[src/rtl/ps2_pkg.sv]
// Shared definitions for the PS/2 key decoder: scan codes, event fields, ASCII codes.
package ps2_pkg;

   localparam int unsigned SCAN_W  = 8;
   localparam int unsigned REC_W   = 16;
   localparam int unsigned ASCII_W = 8;

   // rec_data field positions
   localparam int unsigned EXT_BIT = 12;
   localparam int unsigned BRK_BIT = 8;

   // Set-2 scan codes with special handling
   localparam logic [SCAN_W-1:0] SC_LSHIFT   = 8'h12;
   localparam logic [SCAN_W-1:0] SC_RSHIFT   = 8'h59;
   localparam logic [SCAN_W-1:0] SC_CTRL     = 8'h14;
   localparam logic [SCAN_W-1:0] SC_CAPS     = 8'h58;
   localparam logic [SCAN_W-1:0] SC_ENTER    = 8'h5A;
   localparam logic [SCAN_W-1:0] SC_KP_SLASH = 8'h4A;
   localparam logic [SCAN_W-1:0] SC_SPACE    = 8'h29;
   localparam logic [SCAN_W-1:0] SC_BKSP     = 8'h66;
   localparam logic [SCAN_W-1:0] SC_ESC      = 8'h76;
   localparam logic [SCAN_W-1:0] SC_TAB      = 8'h0D;

   // ASCII codes for the non-printing keys
   localparam logic [ASCII_W-1:0] ASCII_CR    = 8'h0D;
   localparam logic [ASCII_W-1:0] ASCII_BS    = 8'h08;
   localparam logic [ASCII_W-1:0] ASCII_ESC   = 8'h1B;
   localparam logic [ASCII_W-1:0] ASCII_TAB   = 8'h09;
   localparam logic [ASCII_W-1:0] ASCII_SPACE = 8'h20;
   localparam logic [ASCII_W-1:0] ASCII_SLASH = 8'h2F;

   // Decoded receiver event
   typedef struct packed {
      logic              ext;
      logic              brk;
      logic [SCAN_W-1:0] code;
   } scan_evt_t;

endpackage

[src/rtl/ps2_scan2ascii.sv]
// Combinational Set-2 (US layout) scan code to ASCII translation.
module ps2_scan2ascii
   import ps2_pkg::*;
(
   input  logic [SCAN_W-1:0]  code,
   input  logic               ext,
   input  logic               shift,
   input  logic               caps,
   input  logic               ctrl,
   output logic [ASCII_W-1:0] ascii,
   output logic               hit
);

   logic [ASCII_W-1:0] upper;
   logic [ASCII_W-1:0] dig_plain;
   logic [ASCII_W-1:0] dig_shift;
   logic [ASCII_W-1:0] ctl_ch;
   logic               is_letter;
   logic               is_digit;
   logic               is_ctl;

   // Letter keys: uppercase character for each code
   always_comb begin
      upper     = '0;
      is_letter = 1'b1;
      case (code)
         8'h1C: upper = 8'h41;
         8'h32: upper = 8'h42;
         8'h21: upper = 8'h43;
         8'h23: upper = 8'h44;
         8'h24: upper = 8'h45;
         8'h2B: upper = 8'h46;
         8'h34: upper = 8'h47;
         8'h33: upper = 8'h48;
         8'h43: upper = 8'h49;
         8'h3B: upper = 8'h4A;
         8'h42: upper = 8'h4B;
         8'h4B: upper = 8'h4C;
         8'h3A: upper = 8'h4D;
         8'h31: upper = 8'h4E;
         8'h44: upper = 8'h4F;
         8'h4D: upper = 8'h50;
         8'h15: upper = 8'h51;
         8'h2D: upper = 8'h52;
         8'h1B: upper = 8'h53;
         8'h2C: upper = 8'h54;
         8'h3C: upper = 8'h55;
         8'h2A: upper = 8'h56;
         8'h1D: upper = 8'h57;
         8'h22: upper = 8'h58;
         8'h35: upper = 8'h59;
         8'h1A: upper = 8'h5A;
         default: is_letter = 1'b0;
      endcase
   end

   // Digit row: plain digit and its shifted symbol
   always_comb begin
      dig_plain = '0;
      dig_shift = '0;
      is_digit  = 1'b1;
      case (code)
         8'h45: begin dig_plain = 8'h30; dig_shift = 8'h29; end
         8'h16: begin dig_plain = 8'h31; dig_shift = 8'h21; end
         8'h1E: begin dig_plain = 8'h32; dig_shift = 8'h40; end
         8'h26: begin dig_plain = 8'h33; dig_shift = 8'h23; end
         8'h25: begin dig_plain = 8'h34; dig_shift = 8'h24; end
         8'h2E: begin dig_plain = 8'h35; dig_shift = 8'h25; end
         8'h36: begin dig_plain = 8'h36; dig_shift = 8'h5E; end
         8'h3D: begin dig_plain = 8'h37; dig_shift = 8'h26; end
         8'h3E: begin dig_plain = 8'h38; dig_shift = 8'h2A; end
         8'h46: begin dig_plain = 8'h39; dig_shift = 8'h28; end
         default: is_digit = 1'b0;
      endcase
   end

   // Control keys; only keypad Enter and keypad slash survive from the E0 set
   always_comb begin
      ctl_ch = '0;
      is_ctl = 1'b1;
      if (ext) begin
         case (code)
            SC_ENTER:    ctl_ch = ASCII_CR;
            SC_KP_SLASH: ctl_ch = ASCII_SLASH;
            default:     is_ctl = 1'b0;
         endcase
      end else begin
         case (code)
            SC_SPACE: ctl_ch = ASCII_SPACE;
            SC_ENTER: ctl_ch = ASCII_CR;
            SC_BKSP:  ctl_ch = ASCII_BS;
            SC_ESC:   ctl_ch = ASCII_ESC;
            SC_TAB:   ctl_ch = ASCII_TAB;
            default:  is_ctl = 1'b0;
         endcase
      end
   end

   // Apply modifiers: Ctrl beats case on letters, Shift alone selects digit symbols
   always_comb begin
      ascii = '0;
      hit   = 1'b0;
      if (is_letter && !ext) begin
         hit = 1'b1;
         if (ctrl) begin
            ascii = upper & 8'h1F;
         end else if (shift ^ caps) begin
            ascii = upper;
         end else begin
            ascii = upper | 8'h20;
         end
      end else if (is_digit && !ext) begin
         hit   = 1'b1;
         ascii = shift ? dig_shift : dig_plain;
      end else if (is_ctl) begin
         hit   = 1'b1;
         ascii = ctl_ch;
      end
   end

endmodule

[src/rtl/ps2_key_decoder.sv]
// PS/2 key decoder: modifier tracking, ASCII translation and a show-ahead character FIFO.
module ps2_key_decoder
   import ps2_pkg::*;
#(
   parameter int unsigned FIFO_DEPTH = 8,
   parameter int unsigned ADDR_W     = 3
) (
   input  logic               sys_clk,
   input  logic               sys_rst,
   input  logic [REC_W-1:0]   rec_data,
   input  logic               rec_flag,
   input  logic               key_ready,
   output logic               key_valid,
   output logic [ASCII_W-1:0] key_ascii,
   output logic               shift_o,
   output logic               ctrl_o,
   output logic               caps_o,
   output logic               overflow,
   input  logic               overflow_clr,
   output logic [ADDR_W:0]    fifo_count
);

   localparam int unsigned CNT_W = ADDR_W + 1;

   scan_evt_t          evt;
   logic               unused_rec;
   logic               is_lshift;
   logic               is_rshift;
   logic               is_lctrl;
   logic               is_rctrl;
   logic               is_caps;
   logic               is_mod;
   logic [ASCII_W-1:0] xl_ascii;
   logic               xl_hit;

   logic               lshift_q;
   logic               rshift_q;
   logic               lctrl_q;
   logic               rctrl_q;
   logic               caps_q;
   logic               caps_held_q;

   logic               push_q;
   logic [ASCII_W-1:0] char_q;

   logic [ASCII_W-1:0] mem [FIFO_DEPTH];
   logic [ADDR_W-1:0]  wr_ptr;
   logic [ADDR_W-1:0]  rd_ptr;
   logic [CNT_W-1:0]   count_q;
   logic               full;
   logic               pop;
   logic               wr_en;
   logic               drop;

   // Field extraction; remaining rec_data bits carry nothing for us
   assign evt        = '{ext: rec_data[EXT_BIT], brk: rec_data[BRK_BIT], code: rec_data[SCAN_W-1:0]};
   assign unused_rec = ^{rec_data[REC_W-1:EXT_BIT+1], rec_data[EXT_BIT-1:BRK_BIT+1]};

   // Modifier classification (E0 12 / E0 59 are fake shifts, not real ones)
   assign is_lshift = !evt.ext && (evt.code == SC_LSHIFT);
   assign is_rshift = !evt.ext && (evt.code == SC_RSHIFT);
   assign is_lctrl  = !evt.ext && (evt.code == SC_CTRL);
   assign is_rctrl  =  evt.ext && (evt.code == SC_CTRL);
   assign is_caps   = !evt.ext && (evt.code == SC_CAPS);
   assign is_mod    = is_lshift | is_rshift | is_lctrl | is_rctrl | is_caps;

   assign shift_o = lshift_q | rshift_q;
   assign ctrl_o  = lctrl_q | rctrl_q;
   assign caps_o  = caps_q;

   // Translation sees the modifier state from before this event
   ps2_scan2ascii u_scan2ascii (
      .code  (evt.code),
      .ext   (evt.ext),
      .shift (shift_o),
      .caps  (caps_q),
      .ctrl  (ctrl_o),
      .ascii (xl_ascii),
      .hit   (xl_hit)
   );

   // Modifier state; Caps toggles only on the first make so typematic repeats are harmless
   always_ff @(posedge sys_clk or posedge sys_rst) begin
      if (sys_rst) begin
         lshift_q    <= 1'b0;
         rshift_q    <= 1'b0;
         lctrl_q     <= 1'b0;
         rctrl_q     <= 1'b0;
         caps_q      <= 1'b0;
         caps_held_q <= 1'b0;
      end else if (rec_flag) begin
         if (is_lshift) lshift_q <= !evt.brk;
         if (is_rshift) rshift_q <= !evt.brk;
         if (is_lctrl)  lctrl_q  <= !evt.brk;
         if (is_rctrl)  rctrl_q  <= !evt.brk;
         if (is_caps) begin
            if (evt.brk) begin
               caps_held_q <= 1'b0;
            end else begin
               if (!caps_held_q) caps_q <= !caps_q;
               caps_held_q <= 1'b1;
            end
         end
      end
   end

   // Event stage: one-cycle push of a translated make code
   always_ff @(posedge sys_clk or posedge sys_rst) begin
      if (sys_rst) begin
         push_q <= 1'b0;
         char_q <= '0;
      end else begin
         push_q <= rec_flag && !evt.brk && !is_mod && xl_hit;
         if (rec_flag) char_q <= xl_ascii;
      end
   end

   assign full      = (count_q == CNT_W'(FIFO_DEPTH));
   assign key_valid = (count_q != '0);
   assign pop       = key_valid & key_ready;
   assign wr_en     = push_q & (!full | pop);
   assign drop      = push_q & full & !pop;

   assign key_ascii  = key_valid ? mem[rd_ptr] : '0;
   assign fifo_count = count_q;

   // Character storage
   always_ff @(posedge sys_clk or posedge sys_rst) begin
      if (sys_rst) begin
         for (int unsigned i = 0; i < FIFO_DEPTH; i++) mem[i] <= '0;
      end else if (wr_en) begin
         mem[wr_ptr] <= char_q;
      end
   end

   // Pointers, occupancy and sticky overflow (a drop beats a same-cycle clear)
   always_ff @(posedge sys_clk or posedge sys_rst) begin
      if (sys_rst) begin
         wr_ptr   <= '0;
         rd_ptr   <= '0;
         count_q  <= '0;
         overflow <= 1'b0;
      end else begin
         if (wr_en) wr_ptr <= wr_ptr + ADDR_W'(1);
         if (pop)   rd_ptr <= rd_ptr + ADDR_W'(1);
         case ({wr_en, pop})
            2'b10:   count_q <= count_q + CNT_W'(1);
            2'b01:   count_q <= count_q - CNT_W'(1);
            default: count_q <= count_q;
         endcase
         if (drop) begin
            overflow <= 1'b1;
         end else if (overflow_clr) begin
            overflow <= 1'b0;
         end
      end
   end

endmodule

[config.mk]
export PLATFORM = sky130hd
export DESIGN_NAME = ps2_key_decoder
export DESIGN_NICKNAME = d
export VERILOG_FILES = /design/src/rtl/ps2_pkg.sv /design/src/rtl/ps2_scan2ascii.sv /design/src/rtl/ps2_key_decoder.sv
export SDC_FILE = /design/constraint.sdc
export NUM_CORES = 1
export LEC_CHECK = 0
export CORE_MARGIN = 2
export CORE_UTILIZATION = 55
export DETAILED_ROUTE_END_ITERATION = 8
export MAX_ROUTING_LAYER = met4
export PLACE_DENSITY = 0.84
export SYNTH_ARGS = -nofsm -noshare
export SYNTH_HDL_FRONTEND = slang
export SYNTH_SLANG_ARGS = --single-unit
[constraint.sdc]
create_clock -name sys_clk -period 3.5 [get_ports sys_clk]
set_input_delay 0.875 -clock sys_clk [delete_from_list [all_inputs] [get_ports sys_clk]]
set_output_delay 0.875 -clock sys_clk [all_outputs]
set_load 0.02 [all_outputs]
-- Word-level counts from Yosys, hierarchy flattened
Cells that the tools add are included.
- bits in registers: 90
- input bits: 21
- output and inout port bits: 17
- logic and storage cells: 153
- $add $sub $neg: 4
- magnitude comparators: 3
- equal/unequal tests: 49
- multiplexer cells: 31
- bitwise operators: 16
- reduce and logical (&&, ||, !) cells: 30
- operators with widths (cell ; number):
    equality test 8 x 6 -> 1 bit (second input constant) ; 23
    case mux 7 bit (26 select lines) ; 1
    equality test 8 x 7 -> 1 bit (second input constant) ; 13
    equality test 8 x 5 -> 1 bit (second input constant) ; 9
    case mux 7 bit (10 select lines) ; 1
    bitwise mux 64 bit ; 1
    2-to-1 mux 8 bit ; 8
    case mux 6 bit (10 select lines) ; 1
    case mux 6 bit (5 select lines) ; 1
    OR reduction 26 bit ; 1
    binary-select mux 8 bit (select 3 bit) ; 1
    demux 8 bit (select 3 bit) ; 1
    2-to-1 mux 7 bit ; 2
    case mux 6 bit (2 select lines) ; 1
    logical AND 1 bit ; 11
    2-to-1 mux 1 bit ; 11
    AND reduction 2 bit ; 5
    OR reduction 10 bit ; 1
    equality test 8 x 4 -> 1 bit (second input constant) ; 1
    >= comparator 4 bit (second input constant) ; 2
    NOT 3 -> 4 bit ; 2
    case mux 4 bit (2 select lines) ; 1
    OR 1 bit ; 7
    adder 3 x 1 -> 3 bit (second input constant) ; 2
    16 further kinds ; 26

-- Logic depth before layout (Yosys ltp)
- depth in word-level cells: 9
- depth in mapped cells: 12
- depth with buffers taken out: 11

-- By module
A second synthesis with hierarchy kept.
- cells, all modules: 485
- area, all modules: 5607.9 µm²
- modules (own cells, without submodules) (module ; times used ; cells each ; area each (µm²) ; sequential area each (µm²)):
    ps2_key_decoder ; 1 ; 300 ; 4367.9 ; 2252.2
    ps2_scan2ascii ; 1 ; 185 ; 1239.9 ; 0.0

-- Worst setup path before layout
OpenSTA, ideal clock, no wires.
- kind: flip-flop to flip-flop
- start point: register count_q[0] (netlist: fifo_count[0])
- end point: register count_q[3] (netlist: fifo_count[3])
- library setup time: 0.133 ns
- data arrival time: 2.905 ns
- data required time: 3.367 ns
- path slack: 0.462 ns
- stages on the path, launching flop included: 12
- buffers on the path: 0
- clock period less this slack: 3.038 ns
- cell sequence: dfrtp_1 > nor4_1 > inv_1 > nand2_1 > inv_1 > ha_1 > ha_1 > a21o_1 > a21oi_1 > xnor2_1 > nor2_1 > xor2_1
- cells in the longest elaborated chain, start to end: 6
- elaborated cells on any way between the ends: 12
- those cells by class: add/sub: 2; eq/ne: 3; mux: 1; bitwise: 3; reduce/logical: 3
- RTL lines (what ; line ; RTL):
    start: declaration ; ps2_key_decoder.sv:49 ; logic [CNT_W-1:0] count_q;
    start signal: assignment ; ps2_key_decoder.sv:147 ; 2'b10: count_q <= count_q + CNT_W'(1);
    start signal: assignment ; ps2_key_decoder.sv:148 ; 2'b01: count_q <= count_q - CNT_W'(1);
    start signal: assignment ; ps2_key_decoder.sv:149 ; default: count_q <= count_q;
    nonzero test 4 bit * ; ps2_key_decoder.sv:119 ; assign key_valid = (count_q != '0);
    named net key_valid ; ps2_key_decoder.sv:13 ; output logic key_valid,
    AND 1 bit * ; ps2_key_decoder.sv:120 ; assign pop = key_valid & key_ready;
    OR 1 bit ; ps2_key_decoder.sv:121 ; assign wr_en = push_q & (!full | pop);
    AND 1 bit ; ps2_key_decoder.sv:121 ;
    equality test 2 x 1 -> 1 bit or equality test 2 bit (tied branches) ; ps2_key_decoder.sv:146 ; case ({wr_en, pop})
    case mux 4 bit (2 select lines) or nonzero test 2 bit (tied branches) ; - ;
The timed path passes the listed nets; every way through them passes the cells marked *.
A chain may end at the register's enable or synchronous reset.

-- Worst setup path after layout
- start point: register rd_ptr[0]
- end point: output key_ascii[2]
- cells in the longest elaborated chain, start to end: 5
- RTL lines (what ; line ; RTL):
    start: declaration ; ps2_key_decoder.sv:48 ; logic [ADDR_W-1:0] rd_ptr;
    start signal: assignment ; ps2_key_decoder.sv:145 ; if (pop) rd_ptr <= rd_ptr + ADDR_W'(1);
    NOT 3 -> 4 bit (not written as such) ; ps2_key_decoder.sv:124 ; assign key_ascii = key_valid ? mem[rd_ptr] : '0;
    binary-select mux 8 bit (select 3 bit) ; ps2_key_decoder.sv:124 ;
    2-to-1 mux 8 bit (not written as such) (2 in a row) ; ps2_key_decoder.sv:124 ;
    2-to-1 mux 8 bit ; ps2_key_decoder.sv:124 ;
    end: declaration ; ps2_key_decoder.sv:14 ; output logic [ASCII_W-1:0] key_ascii,
No other way between the ends. The select of a mux whose other input is x is not followed.

==> results.yml <==
status:
  status: "complete, no violations"
placed_design:
  dp_cells: 592
  place_congestion: 0.930
  io_buffers: 30
  post-dp-hpwl_um: 8520
  place_ws_ps: 214
  postPlaceCellArea_um2: 5520
yosys:
  yosys_most_used_dff: "dfrtp_1"
  ys_top_cells_by_area: "dfrtp_1, mux2_2, mux4_2"
  yosysWarnings: 0
  syn_inst: 447
  ys_ff_latch: 81
  postSynth.asyncResetShare: 1.00
  synth.distinct_cells: 68
  avgSynthCellArea_um2: 11.0
  syn-num-nets: 474
  synth_area_um2: 4920
  synth_top_area_cell: "dfrtp_1"
  yosys.area.top_type_share: 0.412
  ys_seq_area_frac: 0.412
  synth_most_common_cell: "dfrtp_1"
  synth_edf_count: 0
  synthTopCellsByCount: "dfrtp_1, mux2_2, nand2_1, nor2_1, a21oi_1"
setup_path:
  crit_type: "register to output pin"
  end_kind: "output pin"
  cp_max_fo: 16
  r2r-start: "fifo_count[0]$_DFFE_PP0P_"
  critPathTopFamily: "buffers and inverters"
  cp_slowest_stage_delay_ps: 560
  arrival_ps: 2340
  reg2reg_to: "fifo_count[3]$_DFFE_PP0P_"
  critPathRequiredTime_ps: 2620
  start_kind: "register"
  rrSetupSlack_ps: 890
  critPathBufInv: 2
  ff2ff_path_depth: 12
  crit_chain: "buf_4, mux4_2, mux2i_1, nor2_1, clkdlybuf4s50_1"
  critPathSlowestCell: "mux4_2"
timing:
  setup_violations: 0
  fin_tns_setup_ps: 0
  timing.final.max_slew_violations: 0
  fin_skew_ps: 15.0
  fin_ws_ps: 281
  tightest_slew_ps: 777
  max_freq_mhz: 311
  final_hold_viol_count: 0
  rsz0062_at_grt: "no"
  finalCriticalPeriod_ps: 3220
  period_share: 0.920
  maxSlewHeadroom: 0.481
drt:
  dr.pass1.iters: 5
  drc: 0
  vias_per_cell: 6.23
  postRouteAntennaNets: 0
  routed_wl_um: 11600
  wire_per_inst_um: 19.2
  route.vias.total: 3787
  drt_iter0_markers: 198
die:
  die_h_um: 98.6
  dieArea_um2: 9720
  pin_count: 38
  core_area_um2: 8680
  rows: 34
  die_w_um: 98.6
  start_util: 0.567
clock_tree:
  clock_latency_ps: 350
  cts.sinks: 81
  htreeDepth: 3
  ctsHoldBuffers: 0
  numCtsBuffers: 9
  cts_tree: "done"
  clk_path_buf_depth: 2
  cts_setup_buffers: 0
  clkSlewWorstSetupHoldPaths_ps: 90
  cts-root-buf: "clkbuf_8"
power:
  leakage_nw: 2.52
  peakVddDrop_v: 0.000301
  powerDensity_nw_per_um2: 537
global_routing:
  grt_overflow_total: 0
  grt_pass1_wl_um: 19400
  grt_pass1_vias: 3824
  grt_max_degree: 46
  grtUsageTotal: 0.260
  antenna_found_initial: 0
final_layout:
  areaGrowthSynthToFinish_pct: 17.1
  final_nets: 522
  fin_area_um2: 5760
  drive_gt1_frac: 0.288
  final_cells: 608
  num_antenna_cells: 0
min_path:
  hold_end: "rctrl_q$_DFFE_PP0P_"
  whs_path_depth: 2
  min_from: "rctrl_q$_DFFE_PP0P_"
  hold_path.class: "register to register"
run:
  maxCapViolCount: 0
-- cell type report --
class                   count  area (um^2)
fillers                   667         2920
multi-input cells         321         2670
flip-flops and latches     81         2030
repair buffers             68          636
well taps                 108          135
clock buffers              10          128
clock inverters             6          115
inverters                  14         53.8
-- tightest hold or removal path, delay by kind of cell (launching register included) --
kind / cells / cell delay, ps
simple gates: 1 / 40
compound gates: 1 / 60
flops: 1 / 340
-- repair_timing --
| action | in CTS | in global routing |
|---|---|---|
| gates resized for setup | 0 | 1 |
| endpoints found under the hold margin | 0 | 0 |
| endpoints found under the setup margin | 0 | 2 |
-- sequential cells by signal (all words and copies together) (netlist names), 3 cells and up --
name and count:
char_q 7, fifo_count 4, mem 56, rd_ptr 3, wr_ptr 3
-- metrics by stage --
stage | power [mW] | utilization | hold WS, ps
3_3_place_gp | 2.23 | 0.636 | 457
6_report | 3.09 | 0.664 | 480
5_1_grt | 3.26 | 0.664 | 516
3_5_place_dp | 2.30 | 0.636 | 464
4_1_cts | 3.11 | 0.664 | 483
2_1_floorplan | 1.97 | - | 442
-- layout by cell type (no fill, tap or decap), types with 9 or more instances in the layout --
cell	instances
dfrtp_1	80
mux2_2	57
buf_4	34
nand2_1	30
nor2_1	30
clkdlybuf4s50_1	30
a21oi_1	17
o21ai_0	15
mux4_2	14
inv_1	11
xnor2_1	11
nand3_1	10
mux2i_1	10
clkbuf_8	9
-- power by group --
part / leakage, nW / switching [mW] / internal, mW
clock network: 0.117 / 0.333 / 0.478
registers: 1.09 / 0.223 / 1.11
logic: 1.32 / 0.435 / 0.516
-- cell families (layout without fill, tap and decap cells) --
kind of cell | count (synthesis) | after routing | synth area share
buffers and inverters | 45 | 98 | 0.0465
AND/OR/NAND/NOR | 135 | 135 | 0.164
flip-flops | 81 | 81 | 0.412
multiplexers | 81 | 81 | 0.215
adder cells (fa/ha/maj) | 6 | 6 | 0.0168
XOR/XNOR | 18 | 18 | 0.0336
other | 1 | 1 | 0.000762
AO/OA/AOI/OAI | 80 | 80 | 0.112
-- per-layer routing --
layer  GRT usage  wire length (um)  up-vias  part of all wire
li1            -                 -     1769                 -
met3      0.0248               553       33             0.047
met2       0.430              5960      143              0.51
met1       0.326              4740     1842              0.41
met5           -                 0        -                 0
met4       0.120               390        0             0.033
-- worst max-delay path by stage --
stage / start / end / slack, ps / cells past startpoint
after CTS: rd_ptr[1]$_DFFE_PP0N_ / key_ascii[6] / 40 / 4
final: rd_ptr[0]$_DFFE_PP0N_ / key_ascii[2] / 280 / 5
after floorplan: fifo_count[0]$_DFFE_PP0P_ / fifo_count[3]$_DFFE_PP0P_ / 460 / 11
after detailed placement: rec_data[2] / char_q[0]$_DFFE_PP0P_ / 210 / 8
after global placement: rec_data[5] / char_q[5]$_DFFE_PP0P_ / 190 / 7
after global routing: rd_ptr[0]$_DFFE_PP0N_ / key_ascii[2] / 180 / 5
Power figures use the tool's default switching activity.
